<file path="src/rtl/ex_mem_stage.sv">
// ---------------------------------------------------------------------------
// ex_mem_stage
//
// EX/MEM pipeline stage register with valid/ready flow control, synchronous
// flush and an optional skid entry. Carries the ALU result, store data,
// destination register and packed control vector {RegWrite, MemtoReg,
// MemRead, MemWrite} from execute to memory. A stall never loses a beat, and
// a flushed or empty stage presents a bubble with every control bit zero.
//
// Parameters
//   DATA_W  width of ALU result and store data
//   ADDR_W  width of destination register address
//   CTRL_W  width of packed control vector
//   SKID    1 = two entries, registered ready_o; 0 = one entry, comb ready_o
//
// Ports
//   clk_i                  clock, rising edge
//   rst_i                  asynchronous active-low reset
//   valid_i / ready_o      EX-side handshake
//   ALUres_i, RS2data_i,
//   RDaddr_i, ctrl_i       incoming beat payload
//   flush_i                kill every held beat and the incoming one
//   valid_o / ready_i      MEM-side handshake
//   ALUres_o, RS2data_o,
//   RDaddr_o, ctrl_o       head beat payload (ctrl_o is 0 when empty)
//   occ_o                  beats held, 0..2
// ---------------------------------------------------------------------------
module ex_mem_stage #(
    parameter int DATA_W = 32,
    parameter int ADDR_W = 5,
    parameter int CTRL_W = 4,
    parameter int SKID   = 1
) (
    input  logic              clk_i,
    input  logic              rst_i,
    input  logic              valid_i,
    output logic              ready_o,
    input  logic [DATA_W-1:0] ALUres_i,
    input  logic [DATA_W-1:0] RS2data_i,
    input  logic [ADDR_W-1:0] RDaddr_i,
    input  logic [CTRL_W-1:0] ctrl_i,
    input  logic              flush_i,
    output logic              valid_o,
    input  logic              ready_i,
    output logic [DATA_W-1:0] ALUres_o,
    output logic [DATA_W-1:0] RS2data_o,
    output logic [ADDR_W-1:0] RDaddr_o,
    output logic [CTRL_W-1:0] ctrl_o,
    output logic [1:0]        occ_o
);

    typedef enum logic [1:0] {
        ST_EMPTY = 2'd0,
        ST_FULL  = 2'd1,
        ST_SKID  = 2'd2
    } state_t;

    state_t state;
    state_t state_nxt;

    logic accept;
    logic issue;
    logic load_main;
    logic move_skid;

    logic [DATA_W-1:0] main_alu;
    logic [DATA_W-1:0] main_rs2;
    logic [ADDR_W-1:0] main_rd;
    logic [CTRL_W-1:0] main_ctrl;

    logic [DATA_W-1:0] skid_alu;
    logic [DATA_W-1:0] skid_rs2;
    logic [ADDR_W-1:0] skid_rd;
    logic [CTRL_W-1:0] skid_ctrl;

    assign accept = valid_i & ready_o;
    assign issue  = valid_o & ready_i;

    // Main entry is written from the input when it is (or is about to become)
    // free, and from the skid entry when the head leaves while two are held.
    // Flush suppresses every load; the incoming beat is simply dropped.
    assign load_main = !flush_i && accept &&
                       ((state == ST_EMPTY) || ((state == ST_FULL) && issue));
    assign move_skid = !flush_i && issue && (state == ST_SKID);

    // -----------------------------------------------------------------------
    // State register
    // -----------------------------------------------------------------------
    // NOTE: sequential state uses non-blocking assignments so every flop
    // samples pre-edge values regardless of process evaluation order.
    always_ff @(posedge clk_i or negedge rst_i) begin
        if (!rst_i) begin
            state <= ST_EMPTY;
        end else begin
            state <= state_nxt;
        end
    end

    // -----------------------------------------------------------------------
    // Next-state logic
    // -----------------------------------------------------------------------
    // NOTE: state_nxt gets a default before the case so no path leaves it
    // unassigned, which would otherwise infer a latch.
    always_comb begin
        state_nxt = state;
        if (flush_i) begin
            state_nxt = ST_EMPTY;
        end else begin
            case (state)
                ST_EMPTY: if (accept) state_nxt = ST_FULL;
                ST_FULL: begin
                    if (accept && !issue) begin
                        // Only reachable with a skid entry: the combinational
                        // ready of the single-entry build implies issue.
                        state_nxt = (SKID != 0) ? ST_SKID : ST_FULL;
                    end else if (issue && !accept) begin
                        state_nxt = ST_EMPTY;
                    end
                end
                ST_SKID: if (issue) state_nxt = ST_FULL;
                default: state_nxt = ST_EMPTY;
            endcase
        end
    end

    // -----------------------------------------------------------------------
    // Output logic
    // -----------------------------------------------------------------------
    always_comb begin
        valid_o = 1'b0;
        occ_o   = 2'd0;
        case (state)
            ST_FULL: begin
                valid_o = 1'b1;
                occ_o   = 2'd1;
            end
            ST_SKID: begin
                valid_o = 1'b1;
                occ_o   = 2'd2;
            end
            default: begin
                valid_o = 1'b0;
                occ_o   = 2'd0;
            end
        endcase
    end

    assign ALUres_o  = main_alu;
    assign RS2data_o = main_rs2;
    assign RDaddr_o  = main_rd;
    assign ctrl_o    = main_ctrl;

    // -----------------------------------------------------------------------
    // Main (head) entry
    // -----------------------------------------------------------------------
    // Control is cleared whenever the stage is about to be empty, so reset,
    // flush and drain all present a bubble. Payload keeps stale values.
    always_ff @(posedge clk_i or negedge rst_i) begin
        if (!rst_i) begin
            main_alu  <= '0;
            main_rs2  <= '0;
            main_rd   <= '0;
            main_ctrl <= '0;
        end else begin
            if (load_main) begin
                main_alu <= ALUres_i;
                main_rs2 <= RS2data_i;
                main_rd  <= RDaddr_i;
            end else if (move_skid) begin
                main_alu <= skid_alu;
                main_rs2 <= skid_rs2;
                main_rd  <= skid_rd;
            end

            if (state_nxt == ST_EMPTY) begin
                main_ctrl <= '0;
            end else if (load_main) begin
                main_ctrl <= ctrl_i;
            end else if (move_skid) begin
                main_ctrl <= skid_ctrl;
            end
        end
    end

    // -----------------------------------------------------------------------
    // Skid entry and ready generation
    // -----------------------------------------------------------------------
    generate
        if (SKID != 0) begin : g_skid
            logic load_skid;
            logic ready_q;

            // The skid entry always receives the younger beat: it is written
            // only when the head is occupied and not leaving.
            assign load_skid = !flush_i && accept && (state == ST_FULL) && !issue;

            always_ff @(posedge clk_i or negedge rst_i) begin
                if (!rst_i) begin
                    skid_alu  <= '0;
                    skid_rs2  <= '0;
                    skid_rd   <= '0;
                    skid_ctrl <= '0;
                end else if (load_skid) begin
                    skid_alu  <= ALUres_i;
                    skid_rs2  <= RS2data_i;
                    skid_rd   <= RDaddr_i;
                    skid_ctrl <= ctrl_i;
                end
            end

            // Registered ready breaks the ready_i -> ready_o path.
            always_ff @(posedge clk_i or negedge rst_i) begin
                if (!rst_i) begin
                    ready_q <= 1'b1;
                end else begin
                    ready_q <= (state_nxt != ST_SKID);
                end
            end

            assign ready_o = ready_q;
        end else begin : g_no_skid
            assign skid_alu  = '0;
            assign skid_rs2  = '0;
            assign skid_rd   = '0;
            assign skid_ctrl = '0;
            assign ready_o   = !valid_o | ready_i;
        end
    endgenerate

endmodule
</file>
<file path="config.mk">
export PLATFORM = sky130hd
export DESIGN_NAME = ex_mem_stage
export DESIGN_NICKNAME = d
export VERILOG_FILES = /design/src/rtl/ex_mem_stage.sv
export SDC_FILE = /design/constraint.sdc
export NUM_CORES = 1
export LEC_CHECK = 0
export ABC_CLOCK_PERIOD_IN_PS = 4300
export BUFFER_PORTS_ARGS = -buffer_cell sky130_fd_sc_hd__buf_2
export CAP_MARGIN = 0
export CELL_PAD_IN_SITES_DETAIL_PLACEMENT = 2
export CELL_PAD_IN_SITES_GLOBAL_PLACEMENT = 2
export CORE_MARGIN = 2
export CORE_UTILIZATION = 38
export CTS_CLUSTER_SIZE = 10
export DETAILED_ROUTE_END_ITERATION = 7
export HOLD_SLACK_MARGIN = 0.12
export PLACE_DENSITY = 0.9
export SETUP_SLACK_MARGIN = 0.1
export SYNTH_ARGS = -nofsm -noshare
export SYNTH_HDL_FRONTEND = slang
export SYNTH_SLANG_ARGS = --single-unit
</file>
<file path="constraint.sdc">
create_clock -name clk_i -period 4.3 [get_ports clk_i]
set_input_delay 0.86 -clock clk_i [delete_from_list [all_inputs] [get_ports clk_i]]
set_output_delay 0.86 -clock clk_i [all_outputs]
set_load 0.03 [all_outputs]
</file>
==> results of run 1 <==
-- metal layers --
metal  GRT usage, %  part of all wire, %  up-vias
met5              0                0.073        -
met1           23.5                   39     2319
met2           39.4                   55      117
li1               -                    -     2069
met3           5.59                  4.7       21
met4           5.38                  1.2        2
-- sequential cells by signal, summed over array words and instances, names as in the netlist --
name / cells
ALUres_o: 32
RS2data_o: 32
skid_alu: 32
skid_rs2: 32
RDaddr_o: 5
skid_rd: 5
ctrl_o: 4
skid_ctrl: 4
state: 2
ready_o: 1
-- worst paths after layout --
kind / cells past startpoint / end / slack (ns) / from
worst min register to register: 1 / skid_ctrl[2]$_DFFE_PN0P_ / 0.49 / skid_ctrl[2]$_DFFE_PN0P_
worst max-delay path: 6 / skid_alu[29]$_DFFE_PN0P_ / 1.38 / state[1]$_DFF_PN0_
worst max register to register: 6 / skid_alu[29]$_DFFE_PN0P_ / 1.38 / state[1]$_DFF_PN0_
min in group asynchronous: 1 / RS2data_o[22]$_DFFE_PN0P_ / 0.54 / rst_i
max in group asynchronous: 2 / RS2data_o[10]$_DFFE_PN0P_ / 2.80 / rst_i
worst min-delay path: 1 / skid_ctrl[2]$_DFFE_PN0P_ / 0.49 / skid_ctrl[2]$_DFFE_PN0P_
-- kinds of logic (layout without fill, tap and decap cells) --
kind of cell	after synthesis	count (layout)	share of synthesized area [%]
multiplexers	146	146	24.3
buffers and inverters	32	195	3.49
flip-flops	149	149	58.1
adder cells (fa/ha/maj)	5	5	0.974
AND/OR/NAND/NOR	84	84	5.42
XOR/XNOR	1	1	0.136
AO/OA/AOI/OAI	88	88	7.64
-- worst max-delay path, stage by stage, from the launching register on --
cell,delay [ns]
dfrtp_1,0.48
inv_1,0.13
ha_1,0.45
nand2_1,0.20
nand3_4,0.49
buf_4,0.60
mux2_2,0.42
-- placed cells by master (no fill, tap or decap) --
cell	count
buf_2	153
dfrtp_1	148
nand2_1	72
o21ai_1	70
mux2i_1	69
mux2_1	43
mux2_2	34
clkbuf_16	17
clkbuf_8	6
buf_4	6
a21oi_1	5
ha_1	5
o21ai_0	4
o31a_1	4
nand3_1	3
bufinv_16	3
inv_1	2
a31oi_1	2
nor3_1	2
nor2_1	2
nand3b_1	2
clkinv_2	2
clkbuf_1	2
xnor2_1	1
a22o_1	1
a221oi_4	1
a31oi_2	1
nor2_4	1
nand4b_1	1
nand3_4	1
clkinv_4	1
clkinvlp_4	1
buf_6	1
buf_12	1
dfstp_2	1
-- per-stage QoR --
| stage | hold slack [ns] | power, mW | setup slack (ns) | cell area, um^2 | std cells |
|---|---|---|---|---|---|
| finish | 0.494 | 5.40 | 1.38 | 7960 | 888 |
| global route | 0.513 | 5.71 | 1.24 | 7960 | 888 |
| CTS | 0.495 | 5.49 | 1.34 | 7960 | 888 |
| detailed placement | 0.481 | 3.86 | 1.37 | 7330 | 856 |
| global placement | 0.466 | 3.67 | 1.49 | 7330 | 856 |
| floorplan | 0.457 | 3.27 | 2.21 | 6420 | 505 |
-- power groups by stage --
| stage | registers (mW) | clock network (mW) | logic [mW] |
|---|---|---|---|
| 2_1_floorplan | 2.63 | 0 | 0.639 |
| 6_report | 2.30 | 1.58 | 1.52 |
| 5_1_grt | 2.37 | 1.69 | 1.65 |
| 4_1_cts | 2.31 | 1.63 | 1.56 |
| 3_5_place_dp | 2.32 | 0 | 1.54 |
| 3_3_place_gp | 2.24 | 0 | 1.43 |
-- cell type report --
class	instances	area, um^2
clock buffers	25	515
clock inverters	7	116
fillers	1673	8560
inverters	2	7.51
multi-input cells	324	2470
flip-flops and latches	149	3730
well taps	220	275
repair buffers	161	842
==> key figures, run 1 <==
Floorplanning
  – Core Area: 16500 um^2
  – # IOs: 155
  – Die boundary width: 134 um
  – Row count: 47
  – Initial Util: 38.9%
  – Die Height: 134 um
  – Die area: 18000 um^2

Pwr
  – Gate power share: 28.2%
  – Leak: 4.15 nW
  – P_int: 3.54 mW
  – Sw Ratio: 34.4%
  – Clock network fraction of total power: 29.3%
  – Pwr dens: 679 nW/um^2
  – Worst VDD drop: 0.290 mV
  – P_sw: 1.86 mW
  – Sequential share of power: 42.5%

Worst setup path
  – CP Capture Type: flop
  – Crit-path max FO: 39
  – Critical path arrival: 3.22 ns
  – Crit path launch type: flop
  – Worst Path Required: 4.60 ns
  – WS Path Type: reg2reg

CTS
  – Clock Pin Slew Worst Setup and Hold Paths: 0.06 ns
  – H-tree levels: 4
  – Resize count post-CTS: 0
  – CTS Sinks: 149
  – Root buffer cell: clkbuf_16
  – CTS tree: done
  – Post-CTS Hold Buffers: 0
  – CTS max path bufs: 2
  – Post-CTS Setup Inserts: 0
  – CTS Buf Count: 17
  – Clk_lat worst skew: 0.42 ns

Place
  – RD Place Congestion: 0.705
  – I/O Buffers: 154
  – Detailed placer's ending HPWL: 12100 um

Logic synthesis
  – Syn Nets: 588
  – Synth Warn #: 0
  – Post-synthesis register bit count: 149
  – Synth unique cells: 29
  – Mapped cell area: 6420 um^2
  – Top_reg_cell synth: dfrtp_1
  – Ranking of synthesized cells by area: dfrtp_1, mux2i_1, mux2_1
  – Commonest cells in the netlist: dfrtp_1, nand2_1, o21ai_1, mux2i_1, mux2_1
  – Area share of the largest cell type after synthesis: 57.7%
  – Yosys top cell by area: dfrtp_1
  – Async set-reset flop share out of synthesis: 100%
  – Most numerous cell in the Yosys netlist: dfrtp_1
  – Syn_area_per_cell: 12.7 um^2
  – Part of the Yosys area used for sequential elements: 58.1%
  – Cells after Synth: 505
  – EDFF count, synth: 0

Global route
  – GRT Total Usage: 21.0%
  – Largest net degree at the start of global routing: 109
  – Gr ovfl total: 0
  – Initial antenna violation count: 1
  – First-pass GRT wire length: 29000 um
  – Number of global-route vias before repair: 5307

STA
  – Slew Viols, Final: 0
  – RSZ-0062 raised after global routing: false
  – Final setup skew: 0.00589 ns
  – Final Hold Vio Count: 0
  – Final setup vio count: 0
  – Sum of negative setup slack: 0 ns
  – Period utilisation layout: 67.9%
  – Fin crit period: 2.92 ns
  – Slew @ Worst Pin: 1.02 ns
  – Slew HR: 31.8%
  – Maximum clock frequency: 0.342 GHz

Routing
  – Vias per inst: 5.10
  – Drt wl/cell: 20.1 um
  – Drt first-iter violations: 129
  – Post-Route WL: 17900 um
  – ANT nets after route: 0
  – Vias: 4528
  – Initial DRT Pass Iterations: 4
  – DRC: 0

Job
  – Total of max-cap violations: 0

Finish
  – Layout Nets: 738
  – Layout cells sized above 1: 34.4%
  – Finished Core Util: 48.2%
  – Area delta synth->final: 24.0%
  – ANT cells: 0

Hold path
  – Worst Hold Class: reg2reg

Status
  – Outcome: completed
Power figures use the tool's default switching activity.
==> run 2, diff against run 1 <==
Settings changed: ABC_CLOCK_PERIOD_IN_PS 4300 to 2800, CORE_UTILIZATION 38 to 35, PLACE_DENSITY 0.9 to 0.84.
Clock period 4.3 ns to 2.8 ns, I/O delays scaled along.
==> run 2 against run 1 <==
Sequential power up 52%. Clock power is 67% higher. Wire length down 3.9%. Total power increased by 57%.
==> key figures, run 2 (synthesis gave the netlist of run 1 again) <==
Floorplanning
  – Initial Util: 35.7%
  – Row count: 49
  – Die area: 19400 um^2
  – # IOs: 155
  – Core Area: 18000 um^2
  – Die Height: 139 um
  – Die boundary width: 139 um

Routing
  – WL met3: 877 um
  – Drt wl/cell: 19.1 um
  – Top routing layer in use: met4
  – Initial DRT Pass Iterations: 4
  – Routed length on met1: 6680 um
  – Routed met2 length: 9390 um
  – Drt first-iter violations: 134
  – Vias per inst: 5.02
  – ANT nets after route: 0
  – Post-Route WL: 17200 um
  – DRC: 0
  – Vias: 4516

Worst setup path
  – WS Path Type: reg2reg
  – Crit-path max FO: 32
  – CP Capture Type: flop
  – Worst Path Required: 3.09 ns
  – Crit path launch type: flop
  – Critical path arrival: 2.74 ns

CTS
  – CTS max path bufs: 2
  – CTS Buf Count: 17
  – Post-CTS Setup Inserts: 0
  – Post-CTS Hold Buffers: 0
  – CTS Sinks: 149
  – CTS tree: done
  – Clock Pin Slew Worst Setup and Hold Paths: 0.06 ns
  – Clk_lat worst skew: 0.42 ns
  – Root buffer cell: clkbuf_16
  – H-tree levels: 4
  – Resize count post-CTS: 0

STA
  – Fin crit period: 2.45 ns
  – RSZ-0062 raised after global routing: false
  – Sum of negative setup slack: 0 ns
  – Final Hold Vio Count: 0
  – Slew Viols, Final: 0
  – Slew HR: 58.2%
  – Final setup vio count: 0
  – Final setup skew: 0.0102 ns
  – Post-route setup slack: 0.346 ns
  – Period utilisation layout: 87.6%
  – Slew @ Worst Pin: 0.623 ns
  – Maximum clock frequency: 0.408 GHz

Finish
  – Area delta synth->final: 26.6%
  – Most frequent cells in the layout: buf_2, dfrtp_1, nand2_1
  – Layout Nets: 741
  – Post-route cell area: 8130 um^2
  – Layout cells sized above 1: 35.0%
  – Fillers: 1827
  – ANT cells: 0
  – Commonest non-fill, non-tap cell in the layout: buf_2

Pwr
  – Leak: 4.23 nW
  – Worst VDD drop: 0.419 mV
  – Pwr dens: 1040 nW/um^2

Status
  – Outcome: completed

Global route
  – Largest net degree at the start of global routing: 79
  – GRT Total Usage: 18.7%
  – First-pass GRT wire length: 28600 um
  – Number of global-route vias before repair: 5336
  – Gr ovfl total: 0
  – Initial antenna violation count: 0

Place
  – Area after DPL: 7440 um^2
  – RD Place Congestion: 0.724
  – Place WS: 0.351 ns
  – Detailed placer's ending HPWL: 12000 um
  – I/O Buffers: 154

Job
  – Total of max-cap violations: 0

Hold path
  – Worst Hold Class: in2async
-- run 2: changes by cell type in the layout (fill, tap and decap cells not counted), sizes merged --
cell / before / now
buf: 161 / 164
bufinv: 3 / 6
clkbuf: 25 / 20
clkinv: 3 / 5
clkinvlp: 1 / 0
inv: 2 / 3
-- run 2: metal layers --
metal	vias to the layer above	global-route usage (%)
li1	2074	-
met1	2319	20.9
met2	103	34.7
met3	20	5.09
met4	0	5.37
met5	-	0
-- run 2: report_power, final --
| part | internal, mW | switching [mW] | leakage [nW] |
|---|---|---|---|
| logic | 0.896 | 1.44 | 2.06 |
| registers | 3.01 | 0.486 | 1.82 |
| clock network | 1.74 | 0.896 | 0.340 |
-- run 2: worst paths after layout --
path | endpoint | cells after the start | start | slack, ns
setup reg to reg | RS2data_o[9]$_DFFE_PN0P_ | 6 | state[1]$_DFF_PN0_ | 0.35
setup / recovery | RS2data_o[9]$_DFFE_PN0P_ | 6 | state[1]$_DFF_PN0_ | 0.35
min in group clk_i | RS2data_o[29]$_DFFE_PN0P_ | 3 | RS2data_i[29] | 0.37
hold / removal | skid_alu[28]$_DFFE_PN0P_ | 1 | rst_i | 0.13
max in group asynchronous | ready_o$_DFF_PN1_ | 2 | rst_i | 1.92
hold reg to reg | skid_rs2[27]$_DFFE_PN0P_ | 1 | skid_rs2[27]$_DFFE_PN0P_ | 0.49
-- run 2: metrics by stage --
step                      utilization, %  cells  hold slack, ns  total power, mW
after floorplan                        -    505           0.264             5.03
after global placement              41.4    868           0.467             5.67
after detailed placement            41.4    868           0.480             5.91
after CTS                           45.2    900           0.139             8.62
after global routing                45.2    900           0.160             8.97
final                               45.2    900           0.130             8.47
-- run 2: area by class of cell --
type,instances,area (um^2),area share [%]
tap,229,287,3.53
clock buffer,20,467,5.74
sequential,149,3730,45.9
timing repair buffer,164,940,11.6
multi-input combinational,324,2470,30.5
clock inverter,12,221,2.73
inverter,2,7.51,0.0924
-- run 2: worst max-delay path: stages (launching register included) --
cell and delay, ns:
dfrtp_1 0.49, inv_1 0.12, ha_1 0.43, nand4b_1 0.52
buf_12 0.39, mux2i_1 0.24, o21ai_1 0.09
==> run 3, diff against run 2 <==
Settings changed: PLACE_DENSITY 0.84 to not set, PLACE_DENSITY_LB_ADDON set to 0.08.
==> run 3 against run 2 <==
Clock skew fell by 0.0022 ns. Combinational power barely moved. Sequential share of layout area rose by 0.82 points. Non-clock buffer count fell by 1. Count of clock-buffer cells in the layout did not move. Sequential cell count did not move. Critical path depth did not move. Utilization fell by 0.79 points. Clock power fell by 15%.
==> key figures, run 3 (synthesis gave the netlist of run 1 again) <==
Status
  – Outcome: completed

Worst setup path
  – CP Capture Type: flop
  – Critical path arrival: 2.61 ns
  – Slowest CP cell: dfrtp_1
  – Critical Path, Cell by Cell: inv_1 > ha_1 > nand4b_1 > buf_12 > mux2i_1 > o21ai_1
  – Crit-path max FO: 36
  – Cells on worst reg2reg path: 6
  – Reg2Reg Capture Point: ALUres_o[29]$_DFFE_PN0P_
  – R2R Path Start: state[1]$_DFF_PN0_
  – Worst Path Required: 3.09 ns
  – Flop2flop setup slack: 0.48 ns
  – Crit path launch type: flop
  – Max stage delay on crit path: 0.48 ns
  – WS Path Type: reg2reg

Routing
  – ANT nets after route: 0
  – Vias per inst: 5.04
  – Initial DRT Pass Iterations: 4
  – Drt first-iter violations: 80
  – Vias: 4533
  – Post-Route WL: 16600 um
  – Drt wl/cell: 18.5 um
  – DRC: 0

Finish
  – ANT cells: 0
  – Layout cells sized above 1: 34.6%
  – Post-route cell area: 7980 um^2
  – Most frequent cells in the layout: buf_2, dfrtp_1, nand2_1
  – Commonest non-fill, non-tap cell in the layout: buf_2
  – Layout Nets: 740
  – Fillers: 1843
  – Area delta synth->final: 24.3%

STA
  – Final Hold Vio Count: 0
  – Final setup skew: 0.00799 ns
  – Slew HR: 58.1%
  – Fin crit period: 2.32 ns
  – RSZ-0062 raised after global routing: false
  – Sum of negative setup slack: 0 ns
  – Slew Viols, Final: 0
  – Slew @ Worst Pin: 0.629 ns
  – Final setup vio count: 0
  – Maximum clock frequency: 0.431 GHz
  – Period utilisation layout: 82.8%

Pwr
  – Sw Ratio: 34.7%
  – Leak: 4.14 nW
  – Gate power share: 28.7%
  – Pwr dens: 1000 nW/um^2
  – Clock network fraction of total power: 28.0%
  – Worst VDD drop: 0.423 mV
  – P_int: 5.24 mW
  – P_sw: 2.78 mW
  – Sequential share of power: 43.3%

Floorplanning
  – # IOs: 155
  – Row count: 49
  – Die Height: 139 um
  – Die area: 19400 um^2
  – Initial Util: 35.7%
  – Die boundary width: 139 um
  – Core Area: 18000 um^2

Global route
  – Gr ovfl total: 0
  – GR met3 Demand/Resource: 5.68%
  – Largest net degree at the start of global routing: 98
  – Met2 Track Usage GR: 31.5%
  – First-pass GRT wire length: 27900 um
  – GRT Total Usage: 18.2%
  – Met1 Use GR: 21.9%
  – Number of global-route vias before repair: 5254
  – Peak-usage layer in the global routing report: met2
  – Initial antenna violation count: 2

Hold path
  – Worst Hold Class: in2async

Place
  – RD Place Congestion: 0.703
  – Area after DPL: 7410 um^2
  – I/O Buffers: 154
  – Detailed placer's ending HPWL: 11100 um

CTS
  – CTS max path bufs: 2
  – CTS tree: done
  – Clk_lat worst skew: 0.42 ns
  – H-tree levels: 4
  – CTS Buf Count: 17
  – Resize count post-CTS: 0
  – Post-CTS Hold Buffers: 0
  – Root buffer cell: clkbuf_16
  – Post-CTS Setup Inserts: 0
  – CTS Sinks: 149
  – Clock Pin Slew Worst Setup and Hold Paths: 0.06 ns

Job
  – Total of max-cap violations: 0
run 3: worst max path at each step:
stage	slack, ns	cells past startpoint	start	end
after floorplan	0.71	6	state[1]$_DFF_PN0_	skid_rs2[12]$_DFFE_PN0P_
after global placement	0.59	6	state[1]$_DFF_PN0_	ctrl_o[0]$_DFFE_PN0P_
after detailed placement	0.50	6	state[1]$_DFF_PN0_	RS2data_o[18]$_DFFE_PN0P_
after CTS	0.46	6	state[1]$_DFF_PN0_	ALUres_o[9]$_DFFE_PN0P_
after global routing	0.34	6	state[1]$_DFF_PN0_	RS2data_o[2]$_DFFE_PN0P_
final	0.48	6	state[1]$_DFF_PN0_	ALUres_o[29]$_DFFE_PN0P_
run 3: final cells by class:
type	count	area (um^2)	share of cell area, %
clock buffers	20	447	5.59
multi-input cells	324	2470	31.0
clock inverters	12	131	1.65
inverters	2	7.51	0.0940
repair buffers	163	907	11.4
flip-flops and latches	149	3730	46.7
well taps	229	287	3.59
run 3: power by group through the flow:
| stage | clock network [mW] | registers, mW | logic, mW |
|---|---|---|---|
| finish | 2.25 | 3.47 | 2.30 |
| global placement | 0 | 3.43 | 2.24 |
| CTS | 2.32 | 3.48 | 2.36 |
| floorplan | 0 | 4.05 | 0.981 |
| detailed placement | 0 | 3.52 | 2.34 |
| global route | 2.40 | 3.60 | 2.53 |
run 3: stage by stage:
stage / power (mW) / hold WS, ns / util, % / cells / worst slack, ns
detailed placement: 5.86 / 0.483 / 41.2 / 867 / 0.498
finish: 8.01 / 0.130 / 44.4 / 899 / 0.482
global placement: 5.66 / 0.472 / 41.2 / 867 / 0.589
global route: 8.52 / 0.169 / 44.4 / 899 / 0.335
floorplan: 5.03 / 0.264 / - / 505 / 0.707
CTS: 8.16 / 0.153 / 44.4 / 899 / 0.459
run 3: critical path: cells and delay by family (launching register included):
| family | cells | cell delay, ns |
|---|---|---|
| and+or+nand+nor | 1 | 0.46 |
| muxes | 1 | 0.23 |
| AOI/OAI and AO/OA | 1 | 0.08 |
| buffers and inverters | 2 | 0.50 |
| DFF | 1 | 0.48 |
| adders and majority gates | 1 | 0.41 |
run 3: per-layer routing:
| layer | share of wire [%] | vias up |
|---|---|---|
| li1 | - | 2077 |
| met1 | 41 | 2334 |
| met2 | 52 | 102 |
| met3 | 5.8 | 18 |
| met4 | 1.1 | 2 |
| met5 | 0.078 | - |
